<file path="config.mk">
export PLATFORM = sky130hd
export DESIGN_NAME = serial_add_ctrl
export DESIGN_NICKNAME = d
export VERILOG_FILES = /design/src/rtl/serial_add_ctrl.sv
export SDC_FILE = /design/constraint.sdc
export NUM_CORES = 1
export LEC_CHECK = 0
export CAP_MARGIN = 20
export CORE_ASPECT_RATIO = 1.1
export CORE_UTILIZATION = 35
export CTS_CLUSTER_SIZE = 14
export DETAILED_ROUTE_END_ITERATION = 10
export PLACE_DENSITY = 0.68
export SYNTH_ARGS = -nofsm -noshare
export SYNTH_HDL_FRONTEND = slang
export SYNTH_SLANG_ARGS = --single-unit
</file>
<file path="constraint.sdc">
create_clock -name clk -period 2.3 [get_ports clk]
set_clock_uncertainty 0.15 [all_clocks]
set_input_delay 0.345 -clock clk [delete_from_list [all_inputs] [get_ports clk]]
set_output_delay 0.345 -clock clk [all_outputs]
set_load 0.01 [all_outputs]
</file>
<file path="src/rtl/serial_add_ctrl.sv">
// Bit-serial adder controller: one full_adder cell adds two WIDTH-bit operands LSB first.
// Optional subtract mode is enabled by defining SERIAL_ADD_SUB_EN.

module full_adder (
  input  logic a,
  input  logic b,
  input  logic ci,
  output logic s,
  output logic co
);
  assign s  = a ^ b ^ ci;
  assign co = (a & b) | (ci & (a ^ b));
endmodule

module serial_add_ctrl #(
  parameter int WIDTH = 8
) (
  input  logic             clk,
  input  logic             rst,
  input  logic             start,
  input  logic [WIDTH-1:0] op_a,
  input  logic [WIDTH-1:0] op_b,
  input  logic             cin,
`ifdef SERIAL_ADD_SUB_EN
  input  logic             sub,
`endif
  output logic             busy,
  output logic             done,
  output logic [WIDTH-1:0] result,
  output logic             cout
);

  localparam int CNT_W = $clog2(WIDTH + 1);
  localparam logic [CNT_W-1:0] LAST = CNT_W'(WIDTH - 1);

  // Bit 0 of the encoding is busy and bit 1 is done, so both decode glitch-free.
  typedef enum logic [1:0] {
    S_IDLE = 2'b00,
    S_RUN  = 2'b01,
    S_DONE = 2'b11
  } state_e;

  state_e           state_q, state_d;
  logic [WIDTH-1:0] sh_a_q, sh_a_d;
  logic [WIDTH-1:0] sh_b_q, sh_b_d;
  logic [WIDTH-1:0] acc_q, acc_d;
  logic [WIDTH-1:0] result_q, result_d;
  logic [CNT_W-1:0] cnt_q, cnt_d;
  logic             carry_q, carry_d;
  logic             cout_q, cout_d;

  logic             fa_sum, fa_co;
  logic [WIDTH-1:0] sum_msb;
  logic [WIDTH-1:0] acc_shift;

  full_adder u_fa (
    .a  (sh_a_q[0]),
    .b  (sh_b_q[0]),
    .ci (carry_q),
    .s  (fa_sum),
    .co (fa_co)
  );

  // Sum bit enters at the MSB; built this way so WIDTH=1 needs no special case.
  always_comb begin
    sum_msb = '0;
    sum_msb[WIDTH-1] = fa_sum;
    acc_shift = (acc_q >> 1) | sum_msb;
  end

  always_ff @(posedge clk or posedge rst) begin
    if (rst) begin
      state_q  <= S_IDLE;
      sh_a_q   <= '0;
      sh_b_q   <= '0;
      acc_q    <= '0;
      result_q <= '0;
      cnt_q    <= '0;
      carry_q  <= 1'b0;
      cout_q   <= 1'b0;
    end else begin
      state_q  <= state_d;
      sh_a_q   <= sh_a_d;
      sh_b_q   <= sh_b_d;
      acc_q    <= acc_d;
      result_q <= result_d;
      cnt_q    <= cnt_d;
      carry_q  <= carry_d;
      cout_q   <= cout_d;
    end
  end

  always_comb begin
    state_d  = state_q;
    sh_a_d   = sh_a_q;
    sh_b_d   = sh_b_q;
    acc_d    = acc_q;
    result_d = result_q;
    cnt_d    = cnt_q;
    carry_d  = carry_q;
    cout_d   = cout_q;
    case (state_q)
      S_IDLE: begin
        if (start) begin
          sh_a_d  = op_a;
          sh_b_d  = op_b;
          carry_d = cin;
`ifdef SERIAL_ADD_SUB_EN
          // Two's-complement subtract: invert B and inject a carry of one.
          if (sub) begin
            sh_b_d  = ~op_b;
            carry_d = 1'b1;
          end
`endif
          acc_d   = '0;
          cnt_d   = '0;
          state_d = S_RUN;
        end
      end
      S_RUN: begin
        sh_a_d  = sh_a_q >> 1;
        sh_b_d  = sh_b_q >> 1;
        acc_d   = acc_shift;
        carry_d = fa_co;
        cnt_d   = cnt_q + CNT_W'(1);
        if (cnt_q == LAST) begin
          result_d = acc_shift;
          cout_d   = fa_co;
          state_d  = S_DONE;
        end
      end
      S_DONE:  state_d = S_IDLE;
      default: state_d = S_IDLE;
    endcase
  end

  always_comb begin
    busy   = state_q[0];
    done   = state_q[1];
    result = result_q;
    cout   = cout_q;
  end

endmodule

</file>
# Word-level counts from Yosys, hierarchy flattened
# Index checks and enable logic that the tools add are counted.
[word_totals]
regBits = 40
latch_bits = 0
ramBits = 0
mem_bits_ro = 0
out_inout_bits = 11
elab_cells = 37
mem_count = 0
[op_classes]
add_sub_neg = 1
multipliers = 0
n_div = 0
magnitude_cmp = 0
eq_ne = 4
shifts = 0
n_mux = 13
bitwise_logic = 6
n_reduce_logical = 5
[op_table]
columns = ["cell", "n"]
rows = [
  ["one-hot mux 8 bit (2 select lines)", 3],
  ["2-to-1 mux 8 bit", 3],
  ["bitwise OR 7 x 8 -> 8 bit", 1],
  ["one-hot mux 4 bit (2 select lines)", 1],
  ["AND reduction 2 bit", 3],
  ["adder 4 x 1 -> 4 bit, second input constant", 1],
  ["== test 4 x 3 -> 1 bit, second input constant", 1],
  ["2-to-1 mux 2 bit", 2],
  ["2-to-1 mux 4 bit", 1],
  ["inequality test 2 bit, second input constant", 2],
  ["one-hot mux 2 bit (2 select lines)", 1],
  ["bitwise AND 1 bit", 2],
  ["== test 2 x 1 -> 1 bit, second input constant", 1],
  ["zero test 2 bit", 1],
  ["one-hot mux 1 bit (2 select lines)", 1],
  ["nonzero test 2 bit", 1],
  ["XOR 1 bit", 2],
  ["2-to-1 mux 1 bit", 1],
  ["bitwise OR 1 bit", 1],
]

# Longest topological paths before layout
# Gate-level depths: netlist of the first run.
[depth]
word_depth = 4
depth_mapped = 5

# By module
# From an unflattened synthesis of the first run, not the netlist that was laid out.
[hier_totals]
cells_unflattened = 150
hier_area_um2 = 1715.4
[modules_own_cells]
columns = ["module", "n_inst", "cells_per_inst", "area_each_um2", "seq_area_each_um2"]
rows = [
  ["serial_add_ctrl", 1, 149, 1695.4, 975.9],
  ["full_adder", 1, 1, 20.0, 0.0],
]

# Worst setup path before layout of the first run
# OpenSTA, ideal clock, no wires.
[synth_timing]
path_type = "register -> register"
start = "register state_q[1]"
end = "register cout_q, in the netlist cout"
setup_ns = 0.125
t_arrival_ns = 1.457
required_ns = 2.025
slack_ns = 0.568
path_stages_with_launch = 5
period_less_slack_ns = 1.732
path_cell_list = "dfrtp_1 -> nand2b_1 -> buf_6 -> nor3_4 -> mux2_2"
[synth_between]
elab_chain_cells = 2
[synth_rtl]
columns = ["element", "line", "source"]
rows = [
  ["start, declared", "43", "state_e state_q, state_d;"],
  ["start signal, assigned", "82", "state_q <= state_d;"],
  ["== test 2 x 1 -> 1 bit", "102", "case (state_q)"],
  ["AND reduction 2 bit (no source line)", "-", ""],
  ["end signal, assigned", "89", "cout_q <= cout_d;"],
  ["end, declared", "50", "logic cout_q, cout_d;"],
]
# No other way between the ends.
# A chain may end at the register's enable or synchronous reset.

# Final worst setup path of the first run
[layout_timing]
start = "register state_q[0]"
end = "output port busy"
[layout_rtl]
columns = ["element", "line", "source"]
rows = [
  ["end, declared", "27", "output logic busy,"],
]
# No word-level cell between the ends.

==> run metrics, run 1 <==
cts hold-fix bufs 0; final cell count without fillers 224; r2r worst-path depth 4; CTS tree done; drt drc 0; sequential-to-total area share from yosys stat 0.595; total internal power 1.95 mW; area delta synth->final 31.0%; H-tree levels 2; max cap viols 0; setup slack, reg-to-reg 0.51 ns; final hold vios 0; setup bufs post-CTS 0; syn nets 156; total wire length 2960 µm; post-layout net count 191; Sw Share 0.312; die area 4960 µm²; CP Capture Type primary output; Fmax 554 MHz; crit path launch type register; Slowest-stage cell, CP clkdlybuf4s50_1; kind of critical path reg2out; Synth Warn # 0; status finished clean; setup violators final 0; clock network power share 0.235; worst-path cell chain clkdlybuf4s50_1; CP Data Required Time 1.80 ns; LEAKAGE 0.914 nW; port bufs 30; mapped cell area 1640 µm²; # diodes 0; initial DRC count 45; Crit path depth 1; clock latency on the worst-skew pair 0.29 ns; reg2reg start cnt_q[0]; GRT overflow 0; GRT Total Usage 0.136; crit path launch state_q[0]; layout cells sized above 1 0.141; Clock transition at path regs 0.08 ns; final design utilization 0.487; area leader, netlist dfrtp_1; Setup crit end busy; Syn Area/Cell 12.2 µm²; row cnt 25; cell area after layout 2150 µm²; Peak VDD IR 719 µV; first-pass GRT wire length 4950 µm; number of detailed-route iterations in the first pass 4; die height 73.8 µm; core area 4410 µm²; Yosys cell types 21; Largest stage delay, worst path 0.58 ns; CP top delay family buffers and inverters; Pwr Total 2.83 mW; Cells after Synth 134; Final period util 0.784; placed cells 216; Max Root-Sink Buffers 2; placed wire-length estimate 2080 µm; worst-margin pin slew 0.500 ns; #FFs+latches synth 39; worst hold path class in2async; Root Driver clkbuf_8; WL/cell 13.2 µm; Reg power frac 0.406; largest net degree at the start of global routing 40; commonest non-fill, non-tap cell in the layout dfrtp_1; die width 67.3 µm; final worst path period need 1.80 ns; Rel. slew slack 0.666; Initial Utilization 0.372; cell area power density 1320 nW/µm²; via count 1088; Avg Vias per Cell 4.86; cts bufs inserted 5; I/O Pins 31; setup_tns 0 ns; GP Congestion 0.799; main area contributors after synthesis dfrtp_1, mux2i_1, mux2_2; P_sw 883 µW; Fill cells 382; clock sink count 39; Final Max Slew Viols 0; CP max FO 7; Area after DPL 2010 µm²; vias in the first global route 1124; Data arrival, critical path 1.31 ns; Synth top area share 0.595; Comb power frac 0.359; most frequent cells in the layout dfrtp_1, clkdlybuf4s50_1, nand2_1; Crit path buffers/inverters 1; Final ANT Viol Nets 0; initial antenna violation count 0; CTS resizes 0; worst r2r dst result[0]; RSZ-0062 raised after global routing no
-- synth_stat cells --
cell type,count
ha_1,1
fa_1,1
nor2b_1,3
a32o_1,1
inv_1,3
nand2_1,20
a31oi_1,2
mux2_2,9
dfrtp_1,39
o21bai_1,1
clkbuf_1,4
buf_6,1
nor3_4,1
a22o_1,8
mux2i_1,15
nand2b_1,1
a41oi_1,1
o21ai_0,19
nor3b_1,1
buf_2,2
nand3_1,1
-- layer usage --
| metal | part of all wire | vias up | global-route usage |
|---|---|---|---|
| met2 | 0.50 | 22 | 0.232 |
| met1 | 0.45 | 523 | 0.164 |
| met3 | 0.039 | 3 | 0.0373 |
| met4 | 0.0085 | 0 | 0.0449 |
| met5 | 0 | - | 0 |
| li1 | - | 540 | - |
-- power by group through the flow --
stage	clock network (mW)	logic, mW	registers [mW]
6_report	0.664	1.02	1.15
5_1_grt	0.716	1.13	1.19
4_1_cts	0.684	1.04	1.15
3_5_place_dp	0	1.03	1.16
3_3_place_gp	0	0.992	1.15
2_1_floorplan	0	0.657	1.16
-- final cells by class --
class,instances,area (µm²),area share
multi-input cells,85,621,0.289
inverters,3,11.3,0.00524
clock inverters,3,67.6,0.0314
repair buffers,35,338,0.157
clock buffers,5,68.8,0.0320
well taps,54,67.6,0.0314
flip-flops and latches,39,976,0.454
-- how the worst min path moves through the flow --
stage,end,cells past startpoint,start
3_3_place_gp,sh_a_q[4],2,sh_a_q[4]
2_1_floorplan,sh_a_q[1],2,sh_a_q[1]
3_5_place_dp,sh_a_q[5],2,sh_a_q[5]
6_report,acc_q[6],3,rst
5_1_grt,acc_q[6],3,rst
4_1_cts,result[6],3,rst
-- kinds of logic after synthesis --
kind of cell,synth area share
mux,0.153
flops,0.595
fa+ha+maj,0.0198
buf+inv,0.0290
compound gates,0.124
simple gates,0.0786
-- registers in the layout, indices dropped and copies added, names as in the netlist --
signal	flops
result	8
cnt_q	4
sh_b_q	8
state_q	2
cout	1
acc_q	7
sh_a_q	8
carry_q	1
-- through the flow --
step / worst slack (ns) / hold slack [ns]
finish: 0.496 / 0.321
CTS: 0.477 / 0.336
global route: 0.424 / 0.362
global placement: 0.588 / 0.313
floorplan: 0.568 / 0.299
detailed placement: 0.509 / 0.323
-- tightest hold or removal path, cell delays in order --
cell	delay [ns]
clkdlybuf4s50_1	0.40
inv_1	0.05
buf_4	0.40
(Power assumes the default switching activity.)
==> run 2: changes to the inputs <==
--- a/config.mk
+++ b/config.mk
@@ -10,7 +10,7 @@
 export CORE_UTILIZATION = 35
 export CTS_CLUSTER_SIZE = 14
 export DETAILED_ROUTE_END_ITERATION = 10
-export PLACE_DENSITY = 0.68
+export PLACE_DENSITY = 0.71
 export SYNTH_ARGS = -nofsm -noshare
 export SYNTH_HDL_FRONTEND = slang
 export SYNTH_SLANG_ARGS = --single-unit
==> constraint.sdc (replaced) <==
create_clock -name clk -period 1.5 [get_ports clk]
set_clock_uncertainty 0.15 [all_clocks]
set_input_delay 0.225 -clock clk [delete_from_list [all_inputs] [get_ports clk]]
set_output_delay 0.225 -clock clk [all_outputs]
set_load 0.01 [all_outputs]
==> run 2 against run 1 <==
The flow now finishes with violations (negative setup slack). Worst hold slack worse by 0.18 ns. First-iteration DRC count is 2.2% higher. Setup slack worse by 0.53 ns. Flip-flop and latch count stayed put. Clock power rose by 55%. Global-route usage increased by 1.5 points. Non-clock buffer count rose by 12. Cell count grew 5.4%. Sequential share of layout area decreased by 3.2 points. Clock-buffer cell count unchanged. Cell area increased by 7.7%. Sequential power grew 53%. Largest cell class unchanged. Highest routed layer unchanged.
==> run metrics, run 2 (same netlist as run 1, synthesis figures left out) <==
Fill cells 387 (+1.3%); Reg power frac 0.377 (-0.029); area delta synth->final 41.2%; CP Capture Type register; Final ANT Viol Nets 0 (unchanged); crit path launch type register; Data arrival, critical path 1.56 ns (+0.25 ns); I/O Pins 31 (unchanged); total wire length 3300 µm (+12%); first-pass GRT wire length 5550 µm (+12%); WL/cell 14.0 µm (+6.0%); number of detailed-route iterations in the first pass 4 (unchanged); commonest non-fill, non-tap cell in the layout dfrtp_1; largest net degree at the start of global routing 30 (-25%); Pwr Total 4.67 mW (+65%); crit path launch state_q[0]; final worst setup slack -0.0314 ns (-0.528 ns); GRT Total Usage 0.151 (+0.0147); core area 4410 µm² (unchanged); # diodes 0 (unchanged); LEAKAGE 1.02 nW (+12%); M1 wire length 1460 µm (+9.0%); cts hold-fix bufs 0 (unchanged); Peak VDD IR 1180 µV (+63%); initial antenna violation count 0 (unchanged); cell area power density 2020 nW/µm² (+53%); worst-margin pin slew 0.176 ns (-0.323 ns); status finished with violations; Final Max Slew Viols 0 (unchanged); RSZ-0062 raised after global routing yes; Clock transition at path regs 0.08 ns (about the same); initial DRC count 46 (+2.2%); final worst path period need 1.53 ns; length of routed met2 wiring 1700 µm (+15%); vias in the first global route 1288 (+15%); Initial Utilization 0.372 (unchanged); clock sink count 39 (unchanged); Comb power frac 0.403 (+0.044); reg2reg start state_q[0]; P_sw 1.47 mW (+67%); total internal power 3.20 mW (+64%); post-layout net count 203 (+6.3%); clock latency on the worst-skew pair 0.29 ns (about the same); GRT overflow 0 (unchanged); final design utilization 0.525 (+0.0377); placed wire-length estimate 2370 µm (+14%); row cnt 25 (unchanged); met3 routed WL 111 µm (-3.5%); die width 67.3 µm (unchanged); max cap viols 0 (unchanged); CTS tree done; layout cells sized above 1 0.236 (+0.0951); port bufs 30 (unchanged); final hold vios 0 (unchanged); cts bufs inserted 5 (unchanged); H-tree levels 2 (unchanged); failing checks negative setup slack; Highest Signal Layer met4; die height 73.8 µm (unchanged); Sw Share 0.315 (+0.00351); CP Data Required Time 1.53 ns (-0.27 ns); GP Congestion 0.801 (+0.19%); die area 4960 µm² (unchanged); setup violators final 7 (+7); most frequent cells in the layout dfrtp_1, nand2_1, o21ai_0, clkdlybuf4s50_1, mux2i_1; Final period util 1.02; via count 1156 (+6.3%); drt drc 0 (unchanged); Rel. slew slack 0.879 (+0.213); Fmax 653 MHz; clock network power share 0.220 (-0.015); Avg Vias per Cell 4.90 (+0.85%); kind of critical path reg2reg; Root Driver clkbuf_8; Max Root-Sink Buffers 2 (unchanged); CP max FO 10 (+3); worst hold path class in2async
## run 2: changes by cell type in the layout (fill, tap and decap cells not counted), moves of 3 or more
cell / change
clkdlybuf4s50_1: -11
buf_4: +6
dlygate4sd2_1: +10
buf_12: +3
## run 2: routing by layer
metal | GRT usage | vias to the layer above
met5 | 0 | -
met4 | 0.0567 | 0
met3 | 0.0373 | 5
met2 | 0.263 | 23
met1 | 0.176 | 565
li1 | - | 563
## run 2: what timing repair did
item / in CTS / in global routing
resized for setup: 14 / 9
endpoints found under the setup margin: 21 / 20
pin swaps: 0 / 2
setup buffers: 1 / 1
## run 2: critical path, cell delays in order (launching register included)
cell,delay [ns]
dfrtp_2,0.37
buf_6,0.13
nand2b_4,0.07
nor3_4,0.20
buf_12,0.16
mux2_2,0.33
## run 2: cell type report
cell class,count,area (µm²),share of cell area
clock buffers,5,68.8,0.0297
well taps,54,67.6,0.0292
clock inverters,3,67.6,0.0292
repair buffers,47,468,0.202
multi-input cells,85,654,0.283
inverters,3,11.3,0.00486
flip-flops and latches,39,978,0.422
## run 2: power groups by stage
stage	Sequential, mW	Combinational [mW]	Clock, mW
6_report	1.76	1.88	1.03
3_3_place_gp	1.76	1.73	0
5_1_grt	1.81	2.10	1.10
3_5_place_dp	1.79	1.80	0
2_1_floorplan	1.78	1.03	0
4_1_cts	1.76	1.78	1.06
## run 2: final timing paths
check / endpoint / slack (ns) / cells after the start
max: result[5] / -0.03 / 5
min: result[0] / 0.14 / 3
max reg2reg: result[5] / -0.03 / 5
min reg2reg: sh_b_q[6] / 0.33 / 2
max in group asynchronous: state_q[1] / 0.88 / 3
min in group clk: sh_b_q[6] / 0.33 / 2
## run 2: stage by stage
stage	cell area, µm²	hold WS, ns	TNS, ns	std cells	setup WS, ns
floorplan	1650	0.245	-1.45	134	-0.167
global placement	2130	0.314	-0.286	226	-0.0219
detailed placement	2130	0.320	-1.14	226	-0.0792
CTS	2260	0.138	-0.822	235	-0.101
global route	2320	0.145	-0.914	236	-0.113
finish	2320	0.138	-0.185	236	-0.0314
